## src/rtl/mouse_pkg.sv

```systemverilog
// Shared types and protocol constants for the PS/2 mouse controller.
// Optional feature macro: MOUSE_SCROLL_EN (wheel-mouse unlock sequence + 4-byte packets).
package mouse_pkg;

  typedef enum logic [3:0] {
    S_TX_RST,
    S_ACK1,
    S_BAT,
    S_ID,
    S_TX_EN,
    S_ACK2,
    S_TX_SEQ,
    S_ACK_SEQ,
    S_ID2,
    S_STREAM,
    S_ERROR
  } mouse_state_t;

  localparam logic [7:0] CMD_RESET    = 8'hFF;
  localparam logic [7:0] CMD_ENABLE   = 8'hF4;
  localparam logic [7:0] CMD_SET_RATE = 8'hF3;
  localparam logic [7:0] CMD_GET_ID   = 8'hF2;
  localparam logic [7:0] RSP_ACK      = 8'hFA;
  localparam logic [7:0] RSP_BAT      = 8'hAA;
  localparam logic [7:0] RSP_ID_STD   = 8'h00;
  localparam logic [7:0] RSP_ID_WHEEL = 8'h03;

  // Index of the last byte of the wheel unlock sequence (GET_ID)
  localparam logic [2:0] SEQ_LAST = 3'd6;

  // Wheel unlock: set rate 200, 100, 80, then ask for the device ID
  function automatic logic [7:0] scroll_cmd(input logic [2:0] i);
    case (i)
      3'd0, 3'd2, 3'd4: return CMD_SET_RATE;
      3'd1:             return 8'hC8;
      3'd3:             return 8'h64;
      3'd5:             return 8'h50;
      default:          return CMD_GET_ID;
    endcase
  endfunction

endpackage

```

## src/rtl/mouse_axis_accum.sv

```systemverilog
// One cursor axis: add a signed delta to the current position and clamp
// to 0..MAX. The sum is W+2 bits signed so neither edge can wrap.
module mouse_axis_accum
  import mouse_pkg::*;
#(
  parameter int W   = 10,
  parameter int MAX = 639
) (
  input  logic [W-1:0]       cur,
  input  logic signed [9:0]  delta,
  output logic [W-1:0]       nxt
);

  localparam logic signed [W+1:0] MAXV = (W+2)'(MAX);

  logic signed [W+1:0] sum;

  // Widened add, then saturate at both ends
  always_comb begin
    sum = $signed({2'b00, cur}) + $signed({{(W-8){delta[9]}}, delta});
    if (sum[W+1])         nxt = '0;
    else if (sum > MAXV)  nxt = MAXV[W-1:0];
    else                  nxt = sum[W-1:0];
  end

endmodule

```

## src/rtl/mouse_ctrl.sv

```systemverilog
// PS/2 mouse sequencer: power-up init handshake, packet assembly, clamped
// cursor and button state. Optional feature macro: MOUSE_SCROLL_EN enables the
// wheel unlock sequence, 4-byte packets and z_o; otherwise z_o is tied to 0.
module mouse_ctrl
  import mouse_pkg::*;
#(
  parameter int SCREEN_W    = 640,
  parameter int SCREEN_H    = 480,
  parameter int X_W         = 10,
  parameter int Y_W         = 9,
  parameter int RSP_TIMEOUT = 50_000_000,
  parameter int PKT_GAP     = 2_000_000,
  parameter int RETRY_MAX   = 3
) (
  input  logic           clk_i,
  input  logic           reset_i,
  output logic [7:0]     tx_data_o,
  output logic           tx_valid_o,
  input  logic           tx_ready_i,
  input  logic [7:0]     rx_data_i,
  input  logic           rx_valid_i,
  input  logic           rx_err_i,
  output logic [X_W-1:0] x_o,
  output logic [Y_W-1:0] y_o,
  output logic           btn_l_o,
  output logic           btn_r_o,
  output logic [3:0]     z_o,
  output logic           upd_o,
  output logic           init_done_o,
  output logic           err_o
);

  localparam int TW = $clog2(RSP_TIMEOUT + 1);
  localparam int GW = $clog2(PKT_GAP + 1);
  localparam int RW = $clog2(RETRY_MAX + 2);

  mouse_state_t   state, tx_next, wait_next;
  logic [TW-1:0]  tmo;
  logic [GW-1:0]  gap;
  logic [RW-1:0]  retry;
  logic [1:0]     idx, pkt_last;
  logic [5:0]     hdr;      // {yovf, xovf, ysign, xsign, btn_r, btn_l} of byte 0
  logic [7:0]     b1, c2;
  logic [7:0]     tx_byte, exp_byte;
  logic           is_tx, is_wait, match, rsp_bad;
  logic signed [9:0] dx, dy, dy_n;
  logic [X_W-1:0] x_nxt;
  logic [Y_W-1:0] y_nxt;
`ifdef MOUSE_SCROLL_EN
  logic [2:0]     seq;
  logic [7:0]     b2;
  logic           wheel;
`endif

  // Per-state command byte / expected reply and where each state goes next
  always_comb begin
    tx_byte   = CMD_RESET;
    tx_next   = S_ACK1;
    exp_byte  = RSP_ACK;
    wait_next = S_STREAM;
    case (state)
      S_TX_EN: begin tx_byte = CMD_ENABLE; tx_next = S_ACK2; end
      S_ACK1:  wait_next = S_BAT;
      S_BAT:   begin exp_byte = RSP_BAT; wait_next = S_ID; end
      S_ID:    begin exp_byte = RSP_ID_STD; wait_next = S_TX_EN; end
`ifdef MOUSE_SCROLL_EN
      S_TX_SEQ:  begin tx_byte = scroll_cmd(seq); tx_next = S_ACK_SEQ; end
      S_ACK2:    wait_next = S_TX_SEQ;
      S_ACK_SEQ: wait_next = (seq == SEQ_LAST) ? S_ID2 : S_TX_SEQ;
      S_ID2:     exp_byte = RSP_ID_STD;
`endif
      default: ;
    endcase
  end

  assign is_tx   = (state == S_TX_RST) || (state == S_TX_EN) || (state == S_TX_SEQ);
  assign is_wait = (state == S_ACK1) || (state == S_BAT) || (state == S_ID) ||
                   (state == S_ACK2) || (state == S_ACK_SEQ) || (state == S_ID2);
`ifdef MOUSE_SCROLL_EN
  assign match    = (rx_data_i == exp_byte) || ((state == S_ID2) && (rx_data_i == RSP_ID_WHEEL));
  assign pkt_last = wheel ? 2'd3 : 2'd2;
  assign c2       = (idx == 2'd3) ? b2 : rx_data_i;
`else
  assign match    = (rx_data_i == exp_byte);
  assign pkt_last = 2'd2;
  assign c2       = rx_data_i;
  assign z_o      = 4'd0;
`endif
  // A line error always beats a byte arriving in the same cycle
  assign rsp_bad = rx_err_i || (rx_valid_i && !match) || (tmo == TW'(RSP_TIMEOUT));

  // 9-bit deltas sign-extended to 10; overflowed axes contribute nothing.
  // Y is negated because PS/2 +Y is up while screen Y grows downward.
  assign dx   = hdr[4] ? 10'sd0 : $signed({{2{hdr[2]}}, b1});
  assign dy   = hdr[5] ? 10'sd0 : $signed({{2{hdr[3]}}, c2});
  assign dy_n = -dy;

  mouse_axis_accum #(.W(X_W), .MAX(SCREEN_W - 1)) u_acc_x (.cur(x_o), .delta(dx),   .nxt(x_nxt));
  mouse_axis_accum #(.W(Y_W), .MAX(SCREEN_H - 1)) u_acc_y (.cur(y_o), .delta(dy_n), .nxt(y_nxt));

  // Init handshake FSM, stream packet assembly and registered outputs
  always_ff @(posedge clk_i or negedge reset_i) begin
    if (!reset_i) begin
      state       <= S_TX_RST;
      tmo         <= '0;
      gap         <= '0;
      retry       <= '0;
      idx         <= '0;
      hdr         <= '0;
      b1          <= '0;
      tx_data_o   <= '0;
      tx_valid_o  <= 1'b0;
      x_o         <= X_W'(SCREEN_W / 2);
      y_o         <= Y_W'(SCREEN_H / 2);
      btn_l_o     <= 1'b0;
      btn_r_o     <= 1'b0;
      upd_o       <= 1'b0;
      init_done_o <= 1'b0;
      err_o       <= 1'b0;
`ifdef MOUSE_SCROLL_EN
      seq         <= '0;
      b2          <= '0;
      wheel       <= 1'b0;
      z_o         <= '0;
`endif
    end else begin
      upd_o <= 1'b0;
      if (is_tx) begin
        // Raise valid with the byte, hold both until the transceiver takes it
        if (!tx_valid_o) begin
          tx_valid_o <= 1'b1;
          tx_data_o  <= tx_byte;
        end else if (tx_ready_i) begin
          tx_valid_o <= 1'b0;
          state      <= tx_next;
          tmo        <= '0;
        end
      end else if (is_wait) begin
        if (rsp_bad) begin
          tmo <= '0;
          if (retry == RW'(RETRY_MAX)) begin
            state <= S_ERROR;
            err_o <= 1'b1;
          end else begin
            retry <= retry + RW'(1);
            state <= S_TX_RST;
          end
        end else if (rx_valid_i) begin
          state <= wait_next;
          tmo   <= '0;
          if (wait_next == S_STREAM) begin
            init_done_o <= 1'b1;
            idx         <= '0;
            gap         <= '0;
          end
`ifdef MOUSE_SCROLL_EN
          if (state == S_ACK2)    seq   <= '0;
          if (state == S_ACK_SEQ) seq   <= seq + 3'd1;
          if (state == S_ID2)     wheel <= (rx_data_i == RSP_ID_WHEEL);
`endif
        end else begin
          tmo <= tmo + TW'(1);
        end
      end else if (state == S_STREAM) begin
        if (rx_err_i) begin
          idx <= '0;
          gap <= '0;
        end else if (rx_valid_i) begin
          gap <= '0;
          if (idx == 2'd0) begin
            // Bit 3 of the header is always 1; anything else is out of sync
            if (rx_data_i[3]) begin
              hdr <= {rx_data_i[7:4], rx_data_i[1:0]};
              idx <= 2'd1;
            end
          end else if (idx == pkt_last) begin
            x_o     <= x_nxt;
            y_o     <= y_nxt;
            btn_l_o <= hdr[0];
            btn_r_o <= hdr[1];
            upd_o   <= 1'b1;
            idx     <= '0;
`ifdef MOUSE_SCROLL_EN
            z_o     <= wheel ? rx_data_i[3:0] : 4'd0;
`endif
          end else if (idx == 2'd1) begin
            b1  <= rx_data_i;
            idx <= 2'd2;
          end
`ifdef MOUSE_SCROLL_EN
          else begin
            b2  <= rx_data_i;
            idx <= 2'd3;
          end
`endif
        end else if (idx != 2'd0) begin
          // A stalled packet is abandoned so the next header resyncs
          if (gap == GW'(PKT_GAP - 1)) begin
            idx <= '0;
            gap <= '0;
          end else begin
            gap <= gap + GW'(1);
          end
        end
      end
    end
  end

endmodule
```

## config.mk

```make
export PLATFORM = sky130hd
export DESIGN_NAME = mouse_ctrl
export DESIGN_NICKNAME = d
export VERILOG_FILES = /design/src/rtl/mouse_pkg.sv /design/src/rtl/mouse_axis_accum.sv /design/src/rtl/mouse_ctrl.sv
export SDC_FILE = /design/constraint.sdc
export NUM_CORES = 1
export LEC_CHECK = 0
export ABC_AREA = 1
export BUFFER_PORTS_ARGS = -buffer_cell sky130_fd_sc_hd__buf_4
export CORE_MARGIN = 5
export CORE_UTILIZATION = 50
export DETAILED_ROUTE_END_ITERATION = 12
export HOLD_SLACK_MARGIN = 0.08
export PLACE_DENSITY = 0.76
export SYNTH_ARGS = -nofsm -noshare
export SYNTH_HDL_FRONTEND = slang
export SYNTH_SLANG_ARGS = --single-unit
```

## constraint.sdc

```tcl
create_clock -name clk_i -period 3.39 [get_ports clk_i]
set_input_delay 0.339 -clock clk_i [delete_from_list [all_inputs] [get_ports clk_i]]
set_output_delay 0.339 -clock clk_i [all_outputs]
set_load 0.02 [all_outputs]
```

After elaboration in Yosys (flattened, before gate mapping)

Index checks and enable logic that the tools add are counted.

Output and inout bits: 37
Word-level logic and storage cells: 139
Bits in registers: 103

Reductions and logical operators: 29
Order comparisons: 2
$add $sub $neg: 6
Muxes and demuxes: 54
Equality and inequality tests: 24
Bitwise gates (word level): 8

Operators by type and width:

| cell                                                                               | number |
|---|---|
| 21-bit two-way mux                                                                 | 9 |
| 26-bit two-way mux                                                                 | 6 |
| 10-bit two-way mux                                                                 | 4 |
| 4-bit two-way mux                                                                  | 8 |
| 26-bit by 1-bit adder with 26-bit output (second input constant)                   | 1 |
| 26-bit == test (second input constant)                                             | 1 |
| 2-bit two-way mux                                                                  | 13 |
| 21-bit by 1-bit adder with 21-bit output (second input constant)                   | 1 |
| 21-bit == test (second input constant)                                             | 1 |
| 9-bit two-way mux                                                                  | 2 |
| 4-bit by 3-bit == test with 1-bit output (second input constant)                   | 4 |
| 8-bit case mux with 2 select lines                                                 | 1 |
| 7-bit AND reduction                                                                | 2 |
| 11-bit by 10-bit adder with 12-bit output                                          | 1 |
| 4-bit == test (second input constant)                                              | 3 |
| 12-bit by 11-bit greater-than comparator with 1-bit output (second input constant) | 1 |
| 4-bit case mux with 3 select lines                                                 | 1 |
| 4-bit AND reduction                                                                | 3 |
| 10-bit by 10-bit adder with 11-bit output                                          | 1 |
| 11-bit by 10-bit greater-than comparator with 1-bit output (second input constant) | 1 |
| 10-bit negation                                                                    | 1 |
| 1-bit logical OR                                                                   | 9 |
| 1-bit two-way mux                                                                  | 9 |
| 9-bit AND reduction                                                                | 1 |
| other kinds (25)                                                                   | 39 |

Logic depth before layout (Yosys ltp)

Gate-level depths: netlist of run 1.

Word-level depth: 10
Mapped depth: 23
Gate-level depth less buffers: 23

By module

A second synthesis of run 1 with hierarchy kept.

Cell total of the unflattened synthesis: 1041
Area total of the unflattened synthesis: 7224.4 um^2

Modules (own cells, without submodules):

| module                      | cells an instance | seq. area each (um^2) | times used | area each (um^2) |
|---|---|---|---|---|
| mouse_ctrl                  | 766               | 2434.8                | 1          | 5733.0 |
| mouse_axis_accum at u_acc_x | 158               | 0.0                   | 1          | 864.6 |
| mouse_axis_accum at u_acc_y | 117               | 0.0                   | 1          | 626.9 |

Least setup slack after synthesis of run 1

OpenSTA, ideal clock, no wires.

Path kind: register to register
Start point: reg hdr[5]
End point: reg y_o[0]
Period minus slack after synthesis: 2847 ps
Stages on the path, launching flop included: 19
Buffers on the path: 0
Data arrival time: 2730 ps
Library setup time: 117 ps
Slack: 543 ps
Cells stage by stage: dfrtp_1 nor2_1 inv_1 ha_1 inv_1 nor2_1 nand2_1 nor2_1 o31ai_1 inv_1 ha_1 nand2_1 nor3_1 nand3b_1 nand3_1 xor2_4 nand3_1 nand2_1 nand2_1

Cells in the longest elaborated chain, start to end: 6

Ends and longest elaborated chain:

| element                                                    | RTL line               | RTL |
|---|---|---|
| start, declared                                            | mouse_ctrl.sv:42       | `logic [5:0] hdr;` |
| start signal, assigned                                     | mouse_ctrl.sv:173      | `hdr <= {rx_data_i[7:4], rx_data_i[1:0]};` |
| 10-bit two-way mux *                                       | mouse_ctrl.sv:95       | `assign dy = hdr[5] ? 10'sd0 : $signed({{2{hdr[3]}}, c2});` |
| 10-bit negation *                                          | mouse_ctrl.sv:96       | `assign dy_n = -dy;` |
| 10-bit by 10-bit adder with 11-bit output *                | mouse_axis_accum.sv:20 | `sum = $signed({2'b00, cur}) + $signed({{(W-8){delta[9]}}, delta});` |
| 11-bit by 10-bit greater-than comparator with 1-bit output | mouse_axis_accum.sv:22 | `else if (sum > MAXV) nxt = MAXV[W-1:0];` |
| 9-bit two-way mux                                          | mouse_axis_accum.sv:22 |  |
| 9-bit two-way mux *                                        | mouse_axis_accum.sv:21 | `if (sum[W+1]) nxt = '0;` |
| end signal, assigned                                       | mouse_ctrl.sv:114      | `y_o <= Y_W'(SCREEN_H / 2);` |
| end signal, assigned                                       | mouse_ctrl.sv:178      | `y_o <= y_nxt;` |
| end, declared                                              | mouse_ctrl.sv:24       | `output logic [Y_W-1:0] y_o,` |

Every way passes the cells marked *; elsewhere a longest branch is shown, timed or not.
A chain may end at the register's enable or synchronous reset.

Worst setup path in the final report of run 1

Start point: reg hdr[5]
End point: reg y_o[8]

Same word-level chain as after synthesis.

==> results of run 1 <==
cell type report:
type                            count  share of cell area [%]
Multi-Input combinational cell    762                    51.0
Inverter                          138                    6.65
Tap cell                          180                    2.88
Timing Repair Buffer               48                    4.64
Clock inverter                      4                   0.400
Clock buffer                       12                    3.28
Sequential cell                    97                    31.1
through the flow:
stage	hold slack (ns)	power [uW]	instances	area (um^2)	setup WS [ns]
detailed placement	0.387	1410	1223	7490	0.240
global route	0.337	2510	1241	7820	0.0384
floorplan	0.0434	1330	1026	7100	0.543
CTS	0.307	2440	1240	7790	0.209
global placement	0.388	1410	1223	7490	0.303
finish	0.326	2420	1241	7820	0.364
layer usage:
metal | up-vias | global-route usage [%] | share of wire [%]
met1 | 3017 | 29.8 | 49
met2 | 152 | 33.0 | 45
met3 | 21 | 2.47 | 4.2
met5 | - | 0 | 0
met4 | 0 | 7.47 | 1.8
li1 | 3352 | - | -
power by group through the flow:
stage / registers, uW / clock network [uW] / logic (uW)
floorplan: 1200 / 0 / 130
global placement: 1190 / 0 / 213
detailed placement: 1190 / 0 / 215
CTS: 1170 / 1050 / 217
global route: 1170 / 1080 / 251
finish: 1170 / 1020 / 222
cell families after synthesis:
family,after synthesis,share of synthesized area (%)
simple gates,591,36.9
buf+inv,168,9.96
compound gates,99,8.16
flops,97,34.4
fa+ha+maj,34,6.21
xor+xnor,33,4.34
other cells,1,0.0529
path summary, 6_finish.rpt:
| kind | from | slack [ns] | to |
|---|---|---|---|
| min | rx_data_i[2] | 0.33 | b1[2]$_DFFE_PN0P_ |
| min reg2reg | btn_l_o$_DFFE_PN0P_ | 0.48 | btn_l_o$_DFFE_PN0P_ |
| max reg2reg | hdr[5]$_DFFE_PN0P_ | 0.36 | y_o[8]$_DFFE_PN0P_ |
| max | hdr[5]$_DFFE_PN0P_ | 0.36 | y_o[8]$_DFFE_PN0P_ |
| min in group asynchronous | reset_i | 0.53 | x_o[5]$_DFFE_PN0P_ |
| max in group asynchronous | reset_i | 2.02 | tmo[13]$_DFFE_PN0P_ |
cells in the mapped netlist, types with 2 or more instances:
cell and instances:
sky130_fd_sc_hd__nand3_1 89, sky130_fd_sc_hd__o31ai_1 2, sky130_fd_sc_hd__o21ai_0 41, sky130_fd_sc_hd__a31oi_1 3, sky130_fd_sc_hd__o21ai_2 2, sky130_fd_sc_hd__o211ai_1 2
sky130_fd_sc_hd__nand2_1 287, sky130_fd_sc_hd__inv_1 128, sky130_fd_sc_hd__buf_4 15, sky130_fd_sc_hd__xnor2_1 12, sky130_fd_sc_hd__nor2_2 4, sky130_fd_sc_hd__xor2_1 20
sky130_fd_sc_hd__fa_1 2, sky130_fd_sc_hd__nor3_1 33, sky130_fd_sc_hd__nand3_2 3, sky130_fd_sc_hd__or2_2 2, sky130_fd_sc_hd__nand2_4 2, sky130_fd_sc_hd__clkbuf_1 7
sky130_fd_sc_hd__a21oi_1 18, sky130_fd_sc_hd__buf_2 7, sky130_fd_sc_hd__o21ai_1 21, sky130_fd_sc_hd__nand4_1 34, sky130_fd_sc_hd__dfstp_2 6, sky130_fd_sc_hd__nand3b_1 8
sky130_fd_sc_hd__nand2_2 7, sky130_fd_sc_hd__dfrtp_1 91, sky130_fd_sc_hd__ha_1 32, sky130_fd_sc_hd__nor2_1 113, sky130_fd_sc_hd__inv_2 9, sky130_fd_sc_hd__nor2_4 5
sky130_fd_sc_hd__o21bai_1 4, sky130_fd_sc_hd__nor3_2 2
flip-flops by register name (all words and copies together) (netlist names), 2 cells and up:
name	flops
tx_data_o	2
b1	8
idx	2
x_o	10
state	4
retry	3
gap	21
tmo	26
y_o	9
hdr	6
repair_timing:
item	in CTS	in global routing
endpoints found under the setup margin	0	9
hold endpoints to repair	37	0
gates resized for setup	0	5
hold buffers	1	0
critical path: stages (launching register included):
cell,delay [ns]
sky130_fd_sc_hd__dfrtp_1,0.48
sky130_fd_sc_hd__nor2_4,0.19
sky130_fd_sc_hd__inv_1,0.07
sky130_fd_sc_hd__ha_1,0.22
sky130_fd_sc_hd__inv_1,0.06
sky130_fd_sc_hd__nor2_1,0.07
sky130_fd_sc_hd__nand2_1,0.09
sky130_fd_sc_hd__nor2_1,0.05
sky130_fd_sc_hd__o31ai_1,0.19
sky130_fd_sc_hd__inv_1,0.07
sky130_fd_sc_hd__ha_1,0.34
sky130_fd_sc_hd__nand2_1,0.12
sky130_fd_sc_hd__nor3_1,0.23
sky130_fd_sc_hd__nand3b_1,0.13
sky130_fd_sc_hd__nand3_2,0.18
sky130_fd_sc_hd__xor2_4,0.22
sky130_fd_sc_hd__nand3_1,0.10
sky130_fd_sc_hd__nand2_1,0.07
sky130_fd_sc_hd__nand2_1,0.05
==> results.rst, run 1 <==
.. list-table::
   :header-rows: 1

   * - Metric
     - Value
   * - Async set-reset flop share out of synthesis
     - 100%
   * - Switching power total
     - approximately 630 uW
   * - Register area share after synthesis
     - between 30% and 40%
   * - Minimum clock period
     - ~3.0 ns
   * - Vias in the first global route
     - 6032
   * - Most area-consuming cells after synthesis
     - sky130_fd_sc_hd__dfrtp_1 (32%), sky130_fd_sc_hd__nand2_1 (15%), sky130_fd_sc_hd__inv_1 (6.8%), sky130_fd_sc_hd__nand3_1 (6.3%), sky130_fd_sc_hd__nor2_1 (6.0%)
   * - Post-CTS setup-driven buffer insertion count
     - 0
   * - Sequential cell fraction of total power
     - between 40% and 50%
   * - Clk pwr share
     - between 40% and 50%
   * - Maxcap violations
     - 0
   * - Number of DRC markers in iteration 0
     - ~540
   * - Post-synthesis cell area
     - 7090 um^2
   * - Effective utilization at floorplan
     - between 50% and 60%
   * - Commonest cells after routing, fill and taps aside
     - sky130_fd_sc_hd__nand2_1 (287), sky130_fd_sc_hd__inv_1 (128), sky130_fd_sc_hd__nor2_1 (112)
   * - GRT overflow
     - 0
   * - Vertical die dimension
     - around 130 um
   * - Count of yosys warnings during synthesis
     - 0
   * - DRC errors left
     - 0
   * - Remaining number of nets flagged by the antenna check after routing
     - 0
   * - CTS H-tree depth
     - 3
   * - Number of enable flip-flop cells after synthesis
     - 0
   * - Leading cell type in the layout, fill and taps excluded
     - sky130_fd_sc_hd__nand2_1
   * - Count of standard-cell rows
     - 43
   * - Hold/Removal Path Class
     - primary input to flip-flop
   * - Sequential cell area
     - roughly 2400 um^2
   * - Utilization after layout
     - a little under three fifths
   * - Proportion of power drawn by combinational gates
     - a little under a tenth
   * - Layout Area Growth over Synthesis
     - 10.4%
   * - Number of buffer cells added on primary ports
     - 45
   * - Slew of the pin with the lowest slew margin
     - just under 0.7 ns
   * - First-pass GRT wire length
     - between 20000 and 30000 um
   * - Final setup skew
     - 0.00552 ns
   * - Buffer cell driving the clock tree root
     - sky130_fd_sc_hd__clkbuf_16
   * - Setup violation total in the final timing report
     - 0
   * - Arr. time, crit path
     - approximately 3.3 ns
   * - Estimated wirelength of the detail-placed design
     - about 12000 um
   * - Category of the worst setup path launch point
     - flip-flop
   * - Synthesis-stage register bit count
     - a little under 100
   * - Sum Neg Setup Slack
     - 0 ns
   * - Later-pin clock latency in the skew report
     - around 0.36 ns
   * - Net count of the finished layout
     - ~1100
   * - Worst Setup Path Type
     - flip-flop to flip-flop
   * - # diodes
     - 0
   * - Number of buffers inserted during clock tree synthesis
     - 9
   * - Ratio of total power to cell area
     - 309 nW/um^2
   * - Clock tree sinks
     - a little under 100
   * - Library cells used by synthesis
     - 44
   * - Total Wirelength
     - 16800 um
   * - Synth area leader
     - sky130_fd_sc_hd__dfrtp_1
   * - Required time worst endpoint
     - 3.64 ns
   * - RSZ-0062 raised after global routing
     - no
   * - IO Count
     - 50
   * - Fraction of layout instances using a drive strength above 1
     - 10.8%
   * - Routed length per placed instance
     - between 10 and 15 um
   * - Worst Hold Path Cells
     - 3
   * - Net switching share of the total power
     - 26.2%
   * - First drt pass iteration count
     - 5
   * - Longest Clk Path Bufs
     - 2
   * - Post-Synthesis Mean Instance Area
     - slightly below 7 um^2
   * - Number of antenna violations at the first check in global routing
     - 0
   * - Most frequently used flop master after synthesis
     - sky130_fd_sc_hd__dfrtp_1
   * - Die outline area
     - ~17000 um^2
   * - Achievable frequency
     - ~330 MHz
   * - Vias
     - around 6500
   * - CTS tree
     - built
   * - Max FO, Critical Path
     - 7
   * - Footprint of the multi-input gates
     - around 4000 um^2
   * - Final worst path period share
     - 89.3%
   * - Final count of pins violating max slew
     - 0
   * - Core Footprint
     - between 10000 and 15000 um^2
   * - Total count of hold-check failures in the final report
     - 0
   * - Yosys top cell area share
     - between 30 and 40%
   * - Static leakage
     - approximately 0.0039 uW
   * - Global router's overall resource usage
     - a little over a fifth
   * - Die width
     - about 130 um
   * - Internal power of the cells
     - about 1800 uW
   * - Maximum number of pins on one net before global-route repair
     - 46
   * - Reg2reg path depth
     - 18
   * - Worst IR drop on VDD
     - roughly 0.26 mV
   * - Clock transition at the register clock pins on the worst setup and hold paths after CTS
     - ~0.07 ns
   * - Relative max-transition margin
     - 53.4%
   * - Final weighted congestion in routability-driven placement
     - 0.919
   * - Number of fillers in the final layout
     - 1344
   * - Crit path capture type
     - flip-flop
   * - Via count normalized by instance count
     - between 5 and 6
   * - Synthesized netlist cell count
     - about 1000
   * - Result of the run
     - finished, final reports clean
No activity file was read; power rests on OpenSTA's default activity.
==> run 2: changes to the inputs <==
--- a/config.mk
+++ b/config.mk
@@ -7,11 +7,14 @@
 export LEC_CHECK = 0
 export ABC_AREA = 1
 export BUFFER_PORTS_ARGS = -buffer_cell sky130_fd_sc_hd__buf_4
+export CELL_PAD_IN_SITES_DETAIL_PLACEMENT = 1
+export CELL_PAD_IN_SITES_GLOBAL_PLACEMENT = 1
 export CORE_MARGIN = 5
-export CORE_UTILIZATION = 50
+export CORE_UTILIZATION = 46
+export CTS_BUF_LIST = sky130_fd_sc_hd__clkbuf_8
 export DETAILED_ROUTE_END_ITERATION = 12
 export HOLD_SLACK_MARGIN = 0.08
-export PLACE_DENSITY = 0.76
+export PLACE_DENSITY = 0.91
 export SYNTH_ARGS = -nofsm -noshare
 export SYNTH_HDL_FRONTEND = slang
 export SYNTH_SLANG_ARGS = --single-unit
==> run 2 against run 1 <==
  * Die area increased by 8.0%
  * Clock power decreased by 11%
  * Critical path depth unchanged
  * Sequential power about the same
  * Sequential cell count unchanged
  * Wire length increased by 21%
  * Sequential share of layout area increased by 0.17 points
  * Critical path type unchanged
==> results.rst, run 2 (synthesis gave the netlist of run 1 again) <==
.. list-table::
   :header-rows: 1

   * - Metric
     - Value
   * - Total non-filler cell area in the finished layout
     - 7780 um^2 (-0.50%)
   * - Number of flip-flops in the largest register
     - 26 (unchanged)
   * - Vias
     - 6765 (+3.4%)
   * - Count of standard-cell rows
     - 45 (+4.7%)
   * - Vias in the first global route
     - 7025 (+16%)
   * - Clock transition at the register clock pins on the worst setup and hold paths after CTS
     - 0.10 ns (+0.03 ns)
   * - DRC errors left
     - 0 (unchanged)
   * - Number of antenna violations at the first check in global routing
     - 0 (unchanged)
   * - Launch point of the worst path
     - hdr[5]$_DFFE_PN0P_
   * - Achievable frequency
     - 322 MHz (-2.6%)
   * - CTS H-tree depth
     - 3 (unchanged)
   * - Relative max-transition margin
     - 48.1% (-5.4 points)
   * - Required time worst endpoint
     - 3.67 ns (+0.03 ns)
   * - Number of DRC markers in iteration 0
     - 476 (-12%)
   * - IO Count
     - 50 (unchanged)
   * - Layout Area Growth over Synthesis
     - 9.83%
   * - Longest Clk Path Bufs
     - 2 (unchanged)
   * - # diodes
     - 0 (unchanged)
   * - Core Footprint
     - 15100 um^2 (+9.1%)
   * - Net count of the finished layout
     - 1103 (unchanged)
   * - GRT overflow
     - 0 (unchanged)
   * - Worst R2R Setup Slack
     - 0.28 ns (-0.08 ns)
   * - WL met3
     - 583 um (-17%)
   * - Clock tree sinks
     - 97 (unchanged)
   * - Total power
     - 2310 uW (-4.3%)
   * - Crit path capture type
     - flip-flop
   * - Via count normalized by instance count
     - 5.42 (+2.7%)
   * - DR top layer
     - met4
   * - Total Wirelength
     - 20400 um (+21%)
   * - Buffer cell driving the clock tree root
     - sky130_fd_sc_hd__clkbuf_8
   * - Worst Setup Path Type
     - flip-flop to flip-flop
   * - Utilization after layout
     - 51.4% (-5.0 points)
   * - Routed length on met1
     - 9510 um (+17%)
   * - Total met2 wirelength after detailed routing
     - 9920 um (+30%)
   * - Number of buffer cells added on primary ports
     - 45 (unchanged)
   * - Final worst path period share
     - 91.6% (+2.4 points)
   * - Maximum number of pins on one net before global-route repair
     - 57 (+24%)
   * - Largest register by flop count
     - tmo
   * - Die width
     - 134 um (+3.9%)
   * - Final weighted congestion in routability-driven placement
     - 0.885 (-3.6%)
   * - Total count of hold-check failures in the final report
     - 0 (unchanged)
   * - Final setup skew
     - 0.0132 ns (+0.00768 ns)
   * - Global router's overall resource usage
     - 23.0% (+2.1 points)
   * - Largest registers
     - tmo (26), gap (21), x_o (10)
   * - Estimated wirelength of the detail-placed design
     - 15300 um (+23%)
   * - Worst IR drop on VDD
     - 0.164 mV (-37%)
   * - Fraction of layout instances using a drive strength above 1
     - 11.0% (+0.19 points)
   * - First drt pass iteration count
     - 4 (-1)
   * - Worst setup timing slack at the placement stage
     - 0.0635 ns (-0.176 ns)
   * - Vertical die dimension
     - 134 um (+3.9%)
   * - Ratio of total power to cell area
     - 297 nW/um^2 (-3.9%)
   * - End point of the critical path
     - y_o[2]$_DFFE_PN0P_
   * - Minimum clock period
     - 3.11 ns (+0.0803 ns)
   * - CTS tree
     - built
   * - Maxcap violations
     - 0 (unchanged)
   * - Area after detailed placement
     - 7500 um^2 (+0.13%)
   * - Max FO, Critical Path
     - 7 (unchanged)
   * - Setup violation total in the final timing report
     - 0 (unchanged)
   * - Later-pin clock latency in the skew report
     - 0.39 ns (+0.03 ns)
   * - Commonest cells after routing, fill and taps aside
     - sky130_fd_sc_hd__nand2_1 (287), sky130_fd_sc_hd__inv_1 (128), sky130_fd_sc_hd__nor2_1 (112)
   * - First-pass GRT wire length
     - 34200 um (+20%)
   * - Reg2reg path depth
     - 18 (unchanged)
   * - Capture instance of the worst register-to-register path
     - y_o[2]$_DFFE_PN0P_
   * - Final count of pins violating max slew
     - 0 (unchanged)
   * - Result of the run
     - finished, final reports clean
   * - Setup slack of the critical path after layout
     - 0.284 ns (-0.0803 ns)
   * - Leading cell type in the layout, fill and taps excluded
     - sky130_fd_sc_hd__nand2_1
   * - Category of the worst setup path launch point
     - flip-flop
   * - Effective utilization at floorplan
     - 46.8% (-4.3 points)
   * - Remaining number of nets flagged by the antenna check after routing
     - 0 (unchanged)
   * - Post-CTS setup-driven buffer insertion count
     - 0 (unchanged)
   * - Static leakage
     - 0.00383 uW (-0.66%)
   * - Hold/Removal Path Class
     - primary input to flip-flop
   * - Die outline area
     - 18000 um^2 (+8.0%)
   * - Number of buffers inserted during clock tree synthesis
     - 9 (unchanged)
   * - Slew of the pin with the lowest slew margin
     - 0.779 ns (+0.0832 ns)
   * - Startpoint of the worst register-to-register path
     - hdr[5]$_DFFE_PN0P_
   * - Arr. time, crit path
     - 3.39 ns (+0.12 ns)
   * - Routed length per placed instance
     - 16.3 um (+20%)
==> run 2: routing by layer <==
layer  up-vias  global-route usage [%]
met3        23                    3.15
met5         -                       0
met4         0                    6.33
met1      3302                    30.9
li1       3336                       -
met2       104                    39.1
==> run 2: power by group <==
part | internal (uW) | leakage, uW | switching, uW
combinational | 73.4 | 0.00245 | 160
clock | 462 | 0.000120 | 444
sequential | 1160 | 0.00126 | 7.96
total | 1700 | 0.00383 | 612
==> run 2: critical path, cell delays in order (launching register included) <==
cell	delay, ns
sky130_fd_sc_hd__dfrtp_2	0.48
sky130_fd_sc_hd__nor2_4	0.18
sky130_fd_sc_hd__inv_1	0.09
sky130_fd_sc_hd__ha_1	0.23
sky130_fd_sc_hd__inv_1	0.07
sky130_fd_sc_hd__nor2_1	0.08
sky130_fd_sc_hd__nand2_1	0.10
sky130_fd_sc_hd__nor2_1	0.04
sky130_fd_sc_hd__o31ai_1	0.19
sky130_fd_sc_hd__inv_1	0.07
sky130_fd_sc_hd__ha_1	0.36
sky130_fd_sc_hd__nand2_1	0.12
sky130_fd_sc_hd__nor3_1	0.21
sky130_fd_sc_hd__nand3b_1	0.13
sky130_fd_sc_hd__nand3_2	0.18
sky130_fd_sc_hd__xor2_4	0.22
sky130_fd_sc_hd__nand3_1	0.12
sky130_fd_sc_hd__nand2_1	0.08
sky130_fd_sc_hd__nand2_1	0.07
==> run 2: final cells by class <==
class	count	area (um^2)
Inverter	138	520
Timing Repair Buffer	48	363
Clock buffer	11	151
Clock inverter	5	86.3
Tap cell	188	235
Sequential cell	97	2440
Fill cell	2048	7360
Multi-Input combinational cell	762	3990
==> run 2: how the worst min path moves through the flow <==
stage	endpoint	from	cells past startpoint	slack (ns)
final	b1[5]$_DFFE_PN0P_	rx_data_i[5]	3	0.30
after global routing	b1[5]$_DFFE_PN0P_	rx_data_i[5]	3	0.29
after CTS	b1[0]$_DFFE_PN0P_	rx_data_i[0]	3	0.26
after detailed placement	err_o$_DFFE_PN0P_	err_o$_DFFE_PN0P_	1	0.46
after global placement	tmo[4]$_DFFE_PN0P_	reset_i	1	0.46
after floorplan	b1[0]$_DFFE_PN0P_	reset_i	0	0.04
==> run 2: what timing repair did <==
action                                  4_1_cts  5_1_grt
hold endpoints to repair                     53        0
endpoints found under the setup margin        0        9
resized for setup                             0        5
hold buffers                                  1        0
==> run 2: metrics by stage <==
| step | instances | TNS [ns] | hold slack (ns) |
|---|---|---|---|
| 2_1_floorplan | 1026 | 0 | 0.0434 |
| 3_5_place_dp | 1231 | 0 | 0.459 |
| 5_1_grt | 1249 | -0.00510 | 0.290 |
| 6_report | 1249 | 0 | 0.295 |
| 4_1_cts | 1248 | 0 | 0.260 |
| 3_3_place_gp | 1231 | 0 | 0.456 |
